==> src/rtl/io_uart_tx_pkg.sv <==
// Shared register offsets and transmit FSM state encoding for io_uart_tx.
package io_uart_tx_pkg;

  localparam logic [31:0] UART_STATUS  = 32'h0;
  localparam logic [31:0] UART_TX_DATA = 32'h4;
  localparam logic [31:0] UART_DIVISOR = 32'h8;

  typedef enum logic [2:0] {
    UART_IDLE,
    UART_START,
    UART_DATA,
    UART_PARITY,
    UART_STOP
  } uart_tx_state_t;

  // A divisor of 0 would make a zero-length bit; clamp it to one clock.
  function automatic logic [15:0] divisor_sanitize(input logic [15:0] v);
    return (v == 16'd0) ? 16'd1 : v;
  endfunction

endpackage

==> src/rtl/io_bus_interface.sv <==
// IO bus between the core-side interconnect and its responders.
interface io_bus_interface;
  logic        write_en;
  logic        read_en;
  logic [31:0] address;
  logic [31:0] write_data;
  logic [31:0] read_data;

  modport slave  (input write_en, read_en, address, write_data, output read_data);
  modport master (output write_en, read_en, address, write_data, input read_data);
endinterface

==> src/rtl/io_uart_tx_sync_fifo.sv <==
// Single-clock FIFO with first-word fall-through read port (data_out shows the head).
module sync_fifo #(
  parameter int unsigned WIDTH = 8,
  parameter int unsigned SIZE  = 8
) (
  input  logic                     clk,
  input  logic                     reset,
  input  logic                     push,
  input  logic                     pop,
  input  logic [WIDTH-1:0]         data_in,
  output logic [WIDTH-1:0]         data_out,
  output logic                     full,
  output logic                     empty,
  output logic [$clog2(SIZE):0]    count
);

  localparam int unsigned AW = $clog2(SIZE);

  logic [WIDTH-1:0] mem [SIZE];
  logic [AW-1:0]    wr_ptr;
  logic [AW-1:0]    rd_ptr;
  logic             do_push;
  logic             do_pop;

  assign do_push  = push && !full;
  assign do_pop   = pop && !empty;
  assign full     = (count == (AW+1)'(SIZE));
  assign empty    = (count == '0);
  assign data_out = mem[rd_ptr];

  always_ff @(posedge clk) begin
    if (do_push) mem[wr_ptr] <= data_in;
  end

  always_ff @(posedge clk) begin
    if (reset) begin
      wr_ptr <= '0;
      rd_ptr <= '0;
      count  <= '0;
    end else begin
      if (do_push) wr_ptr <= wr_ptr + 1'b1;
      if (do_pop)  rd_ptr <= rd_ptr + 1'b1;
      case ({do_push, do_pop})
        2'b10:   count <= count + 1'b1;
        2'b01:   count <= count - 1'b1;
        default: count <= count;
      endcase
    end
  end

endmodule

==> src/rtl/io_uart_tx.sv <==
// Memory-mapped 8N1 UART transmitter on the IO bus (STATUS, TX_DATA, DIVISOR).
// Define UART_TX_PARITY_EN to insert an even-parity bit between data and stop.
module io_uart_tx
  import io_uart_tx_pkg::*;
#(
  parameter logic [31:0] BASE_ADDRESS    = 32'h40,
  parameter int unsigned FIFO_DEPTH      = 8,
  parameter logic [15:0] DEFAULT_DIVISOR = 16'd434
) (
  input  logic            clk,
  input  logic            reset,
  io_bus_interface.slave  io_bus,
  output logic            uart_tx
);

  localparam int unsigned CW = $clog2(FIFO_DEPTH) + 1;

  logic          fifo_push;
  logic          fifo_pop;
  logic [7:0]    fifo_dout;
  logic          fifo_full;
  logic          fifo_empty;
  logic [CW-1:0] fifo_count;

  logic          sel_status;
  logic          sel_tx;
  logic          sel_div;
  logic          push_drop;
  logic          overflow;
  logic [15:0]   divisor;
  logic [31:0]   status_word;
  logic [31:0]   rd_mux;
  logic [31:0]   read_data_q;
  logic          unused_wdata;

  uart_tx_state_t state;
  logic [15:0]    bit_cnt;
  logic [2:0]     bit_idx;
  logic [7:0]     shreg;
  logic           bit_end;
`ifdef UART_TX_PARITY_EN
  logic           parity_bit;
`endif

  sync_fifo #(.WIDTH(8), .SIZE(FIFO_DEPTH)) u_fifo (
    .clk      (clk),
    .reset    (reset),
    .push     (fifo_push),
    .pop      (fifo_pop),
    .data_in  (io_bus.write_data[7:0]),
    .data_out (fifo_dout),
    .full     (fifo_full),
    .empty    (fifo_empty),
    .count    (fifo_count)
  );

  assign sel_status   = (io_bus.address == BASE_ADDRESS + UART_STATUS);
  assign sel_tx       = (io_bus.address == BASE_ADDRESS + UART_TX_DATA);
  assign sel_div      = (io_bus.address == BASE_ADDRESS + UART_DIVISOR);
  assign fifo_push    = io_bus.write_en && sel_tx && !fifo_full;
  assign push_drop    = io_bus.write_en && sel_tx && fifo_full;
  assign unused_wdata = ^io_bus.write_data[31:16];
  assign io_bus.read_data = read_data_q;

  always_comb begin
    status_word        = '0;
    status_word[0]     = (state != UART_IDLE);
    status_word[1]     = fifo_full;
    status_word[2]     = fifo_empty;
    status_word[3]     = overflow;
    status_word[15:8]  = 8'(fifo_count);
  end

  always_comb begin
    rd_mux = '0;
    if (sel_status)   rd_mux = status_word;
    else if (sel_div) rd_mux = {16'h0, divisor};
  end

  always_ff @(posedge clk) begin
    if (reset) begin
      overflow    <= 1'b0;
      divisor     <= DEFAULT_DIVISOR;
      read_data_q <= '0;
    end else begin
      // A dropped push wins over a same-cycle clear so the loss stays visible.
      if (push_drop)
        overflow <= 1'b1;
      else if (io_bus.write_en && sel_status && io_bus.write_data[3])
        overflow <= 1'b0;
      if (io_bus.write_en && sel_div)
        divisor <= divisor_sanitize(io_bus.write_data[15:0]);
      if (io_bus.read_en)
        read_data_q <= rd_mux;
    end
  end

  assign bit_end  = (bit_cnt == 16'd0);
  assign fifo_pop = !fifo_empty && ((state == UART_IDLE) || (state == UART_STOP && bit_end));

  always_ff @(posedge clk) begin
    if (reset) begin
      state   <= UART_IDLE;
      uart_tx <= 1'b1;
      bit_cnt <= '0;
      bit_idx <= '0;
      shreg   <= '0;
`ifdef UART_TX_PARITY_EN
      parity_bit <= 1'b0;
`endif
    end else begin
      case (state)
        UART_IDLE, UART_STOP: begin
          if (state == UART_IDLE || bit_end) begin
            if (fifo_pop) begin
              shreg   <= fifo_dout;
              state   <= UART_START;
              uart_tx <= 1'b0;
              bit_cnt <= divisor - 16'd1;
`ifdef UART_TX_PARITY_EN
              parity_bit <= ^fifo_dout;
`endif
            end else begin
              state   <= UART_IDLE;
              uart_tx <= 1'b1;
            end
          end else begin
            bit_cnt <= bit_cnt - 16'd1;
          end
        end
        UART_START: begin
          if (bit_end) begin
            state   <= UART_DATA;
            uart_tx <= shreg[0];
            bit_cnt <= divisor - 16'd1;
          end else begin
            bit_cnt <= bit_cnt - 16'd1;
          end
        end
        UART_DATA: begin
          if (bit_end) begin
            bit_cnt <= divisor - 16'd1;
            bit_idx <= bit_idx + 3'd1;
            if (bit_idx == 3'd7) begin
`ifdef UART_TX_PARITY_EN
              state   <= UART_PARITY;
              uart_tx <= parity_bit;
`else
              state   <= UART_STOP;
              uart_tx <= 1'b1;
`endif
            end else begin
              shreg   <= shreg >> 1;
              uart_tx <= shreg[1];
            end
          end else begin
            bit_cnt <= bit_cnt - 16'd1;
          end
        end
`ifdef UART_TX_PARITY_EN
        UART_PARITY: begin
          if (bit_end) begin
            state   <= UART_STOP;
            uart_tx <= 1'b1;
            bit_cnt <= divisor - 16'd1;
          end else begin
            bit_cnt <= bit_cnt - 16'd1;
          end
        end
`endif
        default: begin
          state   <= UART_IDLE;
          uart_tx <= 1'b1;
        end
      endcase
    end
  end

endmodule

==> src/flat_wrapper.sv <==
// flat-port wrapper written by rule: the top's interface ports become plain ports
module io_uart_tx_flat import io_uart_tx_pkg::*;
#(
  parameter logic [31:0] BASE_ADDRESS    = 32'h40,
  parameter int unsigned FIFO_DEPTH      = 8,
  parameter logic [15:0] DEFAULT_DIVISOR = 16'd434
)
  (clk, reset, uart_tx, io_bus_write_en, io_bus_read_en, io_bus_address, io_bus_write_data, io_bus_read_data);
  io_bus_interface io_bus_i ();
  input  logic clk;
  input  logic reset;
  output logic uart_tx;
  input wire logic [$bits(io_bus_i.write_en)-1:0] io_bus_write_en;
  input wire logic [$bits(io_bus_i.read_en)-1:0] io_bus_read_en;
  input wire logic [$bits(io_bus_i.address)-1:0] io_bus_address;
  input wire logic [$bits(io_bus_i.write_data)-1:0] io_bus_write_data;
  output wire logic [$bits(io_bus_i.read_data)-1:0] io_bus_read_data;
  assign io_bus_i.write_en = io_bus_write_en;
  assign io_bus_i.read_en = io_bus_read_en;
  assign io_bus_i.address = io_bus_address;
  assign io_bus_i.write_data = io_bus_write_data;
  assign io_bus_read_data = io_bus_i.read_data;
  io_uart_tx #(.BASE_ADDRESS(BASE_ADDRESS), .FIFO_DEPTH(FIFO_DEPTH), .DEFAULT_DIVISOR(DEFAULT_DIVISOR)) u_core (.clk(clk), .reset(reset), .io_bus(io_bus_i), .uart_tx(uart_tx));
endmodule
==> config.mk <==
export PLATFORM = sky130hd
export DESIGN_NAME = io_uart_tx_flat
export DESIGN_NICKNAME = d
export VERILOG_FILES = /design/src/rtl/io_uart_tx_pkg.sv /design/src/rtl/io_bus_interface.sv /design/src/rtl/io_uart_tx_sync_fifo.sv /design/src/rtl/io_uart_tx.sv /design/src/flat_wrapper.sv
export SDC_FILE = /design/constraint.sdc
export NUM_CORES = 1
export LEC_CHECK = 0
export ABC_AREA = 1
export CELL_PAD_IN_SITES_DETAIL_PLACEMENT = 1
export CELL_PAD_IN_SITES_GLOBAL_PLACEMENT = 2
export CORE_MARGIN = 5
export CORE_UTILIZATION = 34
export CTS_CLUSTER_DIAMETER = 30
export CTS_CLUSTER_SIZE = 24
export DETAILED_ROUTE_END_ITERATION = 12
export GPL_TIMING_DRIVEN = 0
export PLACE_DENSITY = 0.87
export SYNTH_ARGS = -nofsm -noshare
export SYNTH_HDL_FRONTEND = slang
export SYNTH_SLANG_ARGS = --single-unit
==> constraint.sdc <==
create_clock -name clk -period 4.7 [get_ports clk]
set_input_delay 1.175 -clock clk [delete_from_list [all_inputs] [get_ports clk]]
set_output_delay 1.175 -clock clk [all_outputs]
set_load 0.05 [all_outputs]
==> results.ini, run 1 <==
[power_and_ir_drop]
p_per_area_nw_per_um2 = 550
p_comb_frac = 0.402
swShare = 0.416
leakagePower_uw = 0.00354
vdd_drop_max_mv = 0.268
p_sw_uw = 2000
power.total_uw = 4810
pwr-share-seq = 0.313
p_clk_frac = 0.285
internal_power_uw = 2810

[sta]
finalCriticalPeriod_ps = 3350
setup_violations = 0
hold_viol_final = 0
layout_worst_path_cycle_share = 0.713
tightestPinTransition_ps = 902
maxSlewHeadroom = 0.397
fmax_mhz = 299
fin_skew_ps = 12.6
fin_tns_setup_ps = 0
drv_slew = 0
rsz0062_at_grt = no

[layout]
multiInputGateArea_um2 = 3120
fin_util = 0.429
syn2layout_area_growth_pct = 23.5
final_common_cell = nand2_1
final-seq-area_um2 = 3460
nFillCells = 2486
final_nets = 1085
instances_no_fill = 1291
final_cell_mix = nand2_1 (257), nor2_1 (126), nand3_1 (77), dfxtp_1 (77)
drive_gt1_frac = 0.0842
diodes = 0

[global_route]
antenna_found_initial = 0
grt_first_pass_wirelength_um = 34100
grt_max_degree = 17
grt_pass1_vias = 6476
grtUsageTotal = 0.179
overflow = 0

[place]
hpwl_um = 15300
gp_congestion = 0.776
io_buffers = 68
dp.cells = 1259

[synth]
ys_warn_count = 0
syn_area_um2 = 7080
ys.flop_type = dfxtp_1
syn_inst = 906
ys_types = 35
synth-async-reset-ratio = 0
seq_area_frac_synth = 0.489
ys_ff_latch = 141
synth.avg_cell_area_um2 = 7.81
synth_edf_count = 64

[worst_setup_path]
cp-end-kind = flop
rr_startpoint = u_core.bit_cnt[0]$_SDFFE_PP0P_
critPathKind = in -> reg
r2r_cells = 15
cp_max_fo = 4
reg2reg_to = u_core.u_fifo.count[2]$_SDFFE_PP0P_
arrival_ps = 3660
startpoint_type = primary input
worst_ep_required_time_ps = 5020
rrSetupSlack_ps = 2060

[clock_network]
cts_tree = done
insertion_delay_ps = 430
cts.sinks = 141
cts_setup_buffers = 0
htreeDepth = 4
postCtsHoldBufs = 0
cts_buffers = 17
cts_root_buf = clkbuf_16
clkTransAtPathRegs_ps = 70
clockBufferDepth = 2
post_cts_resized = 0

[floorplanning]
die_h_um = 154
die_x_um = 154
core_um2 = 20400
initial_utilization = 0.348
ios = 101
row_count = 52
die-area_um2 = 23800

[run_status]
status = finished clean

[detailed_routing]
dr.pass1.iters = 5
antenna_left = 0
wl_um = 21100
vias = 6185
drc = 0
avgViaCountPerCell = 4.79
wire_per_inst_um = 16.3
drtIter0Drc = 232

[worst_hold_path]
whs_endpoint = u_core.bit_idx[2]$_SDFFE_PP0P_
min_path_type = reg -> reg
hp-start = u_core.bit_idx[2]$_SDFFE_PP0P_
hold_depth = 2

[run]
max-cap-violations = 0

==> synthesized netlist by cell type (all sizes together) (2+ instances only) <==
| cell | instances | area [um^2] |
|---|---|---|
| a21oi | 49 | 257 |
| buf | 26 | 194 |
| clkbuf | 19 | 71.3 |
| dfxtp | 77 | 1540 |
| edfxtp | 64 | 1920 |
| ha | 9 | 113 |
| inv | 76 | 285 |
| nand2 | 264 | 1010 |
| nand3 | 77 | 385 |
| nand3b | 2 | 15.0 |
| nand4 | 8 | 50.1 |
| nor2 | 137 | 566 |
| nor3 | 6 | 41.3 |
| nor4 | 4 | 25.0 |
| o211ai | 9 | 67.6 |
| o21ai | 40 | 200 |
| o21bai | 6 | 45.0 |
| o22ai | 3 | 18.8 |
| xnor2 | 15 | 131 |
| xor2 | 11 | 96.3 |
==> final cells by class <==
cell class | count | share of cell area
Sequential cell | 141 | 0.396
Multi-Input combinational cell | 658 | 0.357
Timing Repair Buffer | 68 | 0.0778
Clock buffer | 17 | 0.0486
Tap cell | 270 | 0.0386
Inverter | 77 | 0.0330
Buffer | 45 | 0.0303
Clock inverter | 15 | 0.0190
==> critical path, cell delays in order <==
cell	delay, ps
clkdlybuf4s50_1	400
nor2_1	100
nand2_1	50
nor2_1	110
nand2_1	140
nor3_1	350
nand3_1	200
ha_1	290
xor2_1	180
ha_1	210
a21oi_1	150
xnor2_1	90
o21ai_0	160
inv_1	50
==> worst max path at each step <==
stage                            start                                   to  slack [ps]  cells after the start
detailed placement  io_bus_address[21]  u_core.u_fifo.count[2]$_SDFFE_PP0P_         860                     14
CTS                 io_bus_address[21]  u_core.u_fifo.count[2]$_SDFFE_PP0P_        1290                     14
floorplan           io_bus_address[15]  u_core.u_fifo.count[2]$_SDFFE_PP0P_        1630                     13
global route        io_bus_address[23]  u_core.u_fifo.count[2]$_SDFFE_PP0P_        1070                     14
global placement    io_bus_address[23]  u_core.u_fifo.count[2]$_SDFFE_PP0P_         880                     14
finish              io_bus_address[21]  u_core.u_fifo.count[2]$_SDFFE_PP0P_        1350                     14
==> power groups by stage <==
stage	Combinational [uW]	Clock, uW	Sequential (uW)
detailed placement	1940	0	1530
finish	1930	1370	1500
global route	2190	1440	1520
floorplan	1410	0	1520
CTS	1960	1390	1500
global placement	1910	0	1530
==> through the flow <==
step	instance area [um^2]	worst slack, ps	hold WS, ps
after floorplan	7140	1630	428
after global placement	8150	879	436
after detailed placement	8150	857	450
after CTS	8750	1290	460
after global routing	8750	1070	482
final	8750	1350	457
==> cells by family (layout without fill, tap and decap cells) <==
family / after synthesis / after routing / share of synthesized area
AND/OR/NAND/NOR: 498 / 498 / 0.296
flip-flops: 141 / 141 / 0.489
buffers and inverters: 122 / 222 / 0.0783
AO/OA/AOI/OAI: 109 / 109 / 0.0878
XOR/XNOR: 26 / 26 / 0.0322
adder cells (fa/ha/maj): 9 / 9 / 0.0159
other: 1 / 16 / 0.000530
==> state kept, by name (all words and copies together) (netlist names), named ones only <==
name                     flops
u_core.bit_cnt              16
u_core.bit_idx               3
u_core.divisor              16
u_core.io_bus.read_data     16
u_core.overflow              1
u_core.shreg                 8
u_core.state                 3
u_core.u_fifo.count          4
u_core.u_fifo.mem           64
u_core.u_fifo.rd_ptr         3
u_core.u_fifo.wr_ptr         3
u_core.uart_tx               1
==> metal layers <==
layer | vias to the layer above | GRT usage | part of all wire
li1 | 3133 | - | -
met2 | 109 | 0.308 | 0.49
met3 | 33 | 0.0293 | 0.030
met4 | 0 | 0.0690 | 0.030
met1 | 2910 | 0.225 | 0.45
met5 | - | 0 | 0
Note: power is estimated with default switching activity, not from simulation.
==> inputs of run 2 (changes only) <==
CORE_UTILIZATION = 32   (was 34)
PLACE_DENSITY = 0.83   (was 0.87)
clock period = 3.3 ns   (was 4.7 ns; I/O delays follow)
==> results.ini, run 2 (same netlist as run 1, synthesis figures left out) <==
[detailed_routing]
wire_per_inst_um = 16.1  ; -1.4%
wl_um = 20900  ; -0.61%
dr.pass1.iters = 4  ; -1
drc = 0  ; unchanged
antenna_left = 0  ; unchanged
drtIter0Drc = 264  ; +14%
vias = 6099  ; -1.4%
avgViaCountPerCell = 4.69  ; -2.1%

[floorplanning]
row_count = 54  ; +3.8%
core_um2 = 21800  ; +7.2%
die_x_um = 159  ; +2.9%
die-area_um2 = 25200  ; +5.8%
initial_utilization = 0.324  ; -0.0232
ios = 101  ; unchanged
die_h_um = 159  ; +2.9%

[clock_network]
cts_root_buf = clkbuf_16
cts.sinks = 141  ; unchanged
clkTransAtPathRegs_ps = 70  ; about the same
clockBufferDepth = 2  ; unchanged
cts_tree = done
cts_buffers = 17  ; unchanged
htreeDepth = 4  ; unchanged
insertion_delay_ps = 440  ; about the same
cts_setup_buffers = 0  ; unchanged

[power_and_ir_drop]
vdd_drop_max_mv = 0.433  ; +62%
p_per_area_nw_per_um2 = 776  ; +41%
leakagePower_uw = 0.00353  ; -0.26%
power.total_uw = 6780  ; +41%
internal_power_uw = 3920  ; +40%
p_clk_frac = 0.276  ; -0.009
p_comb_frac = 0.407  ; +0.005
p_sw_uw = 2860  ; +43%
swShare = 0.421  ; +0.00562
pwr-share-seq = 0.317  ; +0.004

[layout]
diodes = 0  ; unchanged
final-seq-area_um2 = 3460  ; unchanged
regMostFlops = u_core.u_fifo.mem
final_nets = 1085  ; unchanged
final_cell_area_um2 = 8740  ; about the same
largest_reg_flops = 64  ; unchanged
final_cell_mix = nand2_1 (257), nor2_1 (126), nand3_1 (77), dfxtp_1 (77)
final_common_cell = nand2_1
nFillCells = 2674  ; +7.6%
multiInputGateArea_um2 = 3120  ; +0.16%
instances_no_fill = 1301  ; +0.77%
syn2layout_area_growth_pct = 23.5  ; about the same
drive_gt1_frac = 0.0862  ; +0.00196

[global_route]
grt_max_degree = 17  ; unchanged
antenna_found_initial = 0  ; unchanged
grt_pass1_vias = 6284  ; -3.0%
grt_first_pass_wirelength_um = 33700  ; -1.0%
grtUsageTotal = 0.166  ; -0.0133
overflow = 0  ; unchanged

[worst_setup_path]
path_cells = clkdlybuf4s50_1 -> nor2_1 -> nand2_1 -> nor2_1 -> nand2_1 -> nor3_2 -> nand3_1 -> ha_1 -> xor2_1 -> ha_1 -> a21oi_1 -> xnor2_1 -> o21ai_0 -> inv_1
path_delay_family = simple AND/OR/NAND/NOR gates
arrival_ps = 3220  ; -440 ps
cp_max_fo = 4  ; unchanged
startpoint_type = primary input
worst_ep_required_time_ps = 3620  ; -1400 ps
cp-end-kind = flop
critPathKind = in -> reg
max_stage_delay_ps = 400  ; about the same
path_buf_inv = 2  ; unchanged
cp_slowest_cell = clkdlybuf4s50_1

[sta]
tightestPinTransition_ps = 950  ; +47.9 ps
hold_viol_final = 0  ; unchanged
fin_ws_ps = 399  ; -952 ps
fin_skew_ps = 10.8  ; -1.80 ps
layout_worst_path_cycle_share = 0.879
holdWs_ps = 450  ; -6.95 ps
maxSlewHeadroom = 0.365  ; -0.0320
fmax_mhz = 345
setup_violations = 0  ; unchanged
drv_slew = 0  ; unchanged
rsz0062_at_grt = no
finalCriticalPeriod_ps = 2900

[place]
dp.cells = 1269  ; +0.79%
pre_cts_ws_ps = -207  ; -1060 ps
hpwl_um = 15400  ; +0.62%
io_buffers = 68  ; unchanged
gp_congestion = 0.765  ; -1.4%
dpl_cell_area_um2 = 8170  ; +0.15%

[run]
max-cap-violations = 0  ; unchanged

[run_status]
status = finished clean

[worst_hold_path]
min_path_type = reg -> reg

## run 2: metrics by stage
stage	utilization	setup TNS [ps]
detailed placement	0.374	-4720
global route	0.401	0
CTS	0.400	0
floorplan	-	0
finish	0.401	0
global placement	0.374	-3480
## run 2: area by class of cell
cell class,instances,share of cell area
clock inverter,15,0.0165
inverter,77,0.0331
multi-input combinational,658,0.357
buffer,45,0.0303
tap,280,0.0401
sequential,141,0.396
timing repair buffer,68,0.0779
clock buffer,17,0.0487
## run 2: power groups by stage
stage / Sequential, uW / Clock [uW] / Combinational [uW]
after CTS: 2150 / 1910 / 2820
after detailed placement: 2190 / 0 / 2780
after global placement: 2180 / 0 / 2750
after global routing: 2170 / 1990 / 3150
final: 2150 / 1870 / 2760
after floorplan: 2160 / 0 / 2000
## run 2: tightest hold or removal path, stage by stage, from the launching register on
cell	delay (ps)
dfxtp_1	310
inv_1	50
a21oi_1	50
## run 2: final timing paths
check                                 startpoint                                  end  slack (ps)  depth (start not counted)
setup / recovery              io_bus_address[23]  u_core.u_fifo.count[2]$_SDFFE_PP0P_         400                         14
hold / removal    u_core.bit_idx[2]$_SDFFE_PP0P_       u_core.bit_idx[2]$_SDFFE_PP0P_         450                          2
setup reg to reg  u_core.bit_cnt[0]$_SDFFE_PP0P_  u_core.u_fifo.count[2]$_SDFFE_PP0P_         650                         15
hold reg to reg   u_core.bit_idx[2]$_SDFFE_PP0P_       u_core.bit_idx[2]$_SDFFE_PP0P_         450                          2
## run 2: metal layers
metal	track usage	wire length, um
met5	0	0
met4	0.0344	227
met3	0.0360	593
met2	0.289	10500
met1	0.211	9580
## run 2: repair_timing
action / 4_1_cts / 5_1_grt
hold buffers: 0 / 0
resized for setup: 0 / 1
setup endpoints to repair: 0 / 1
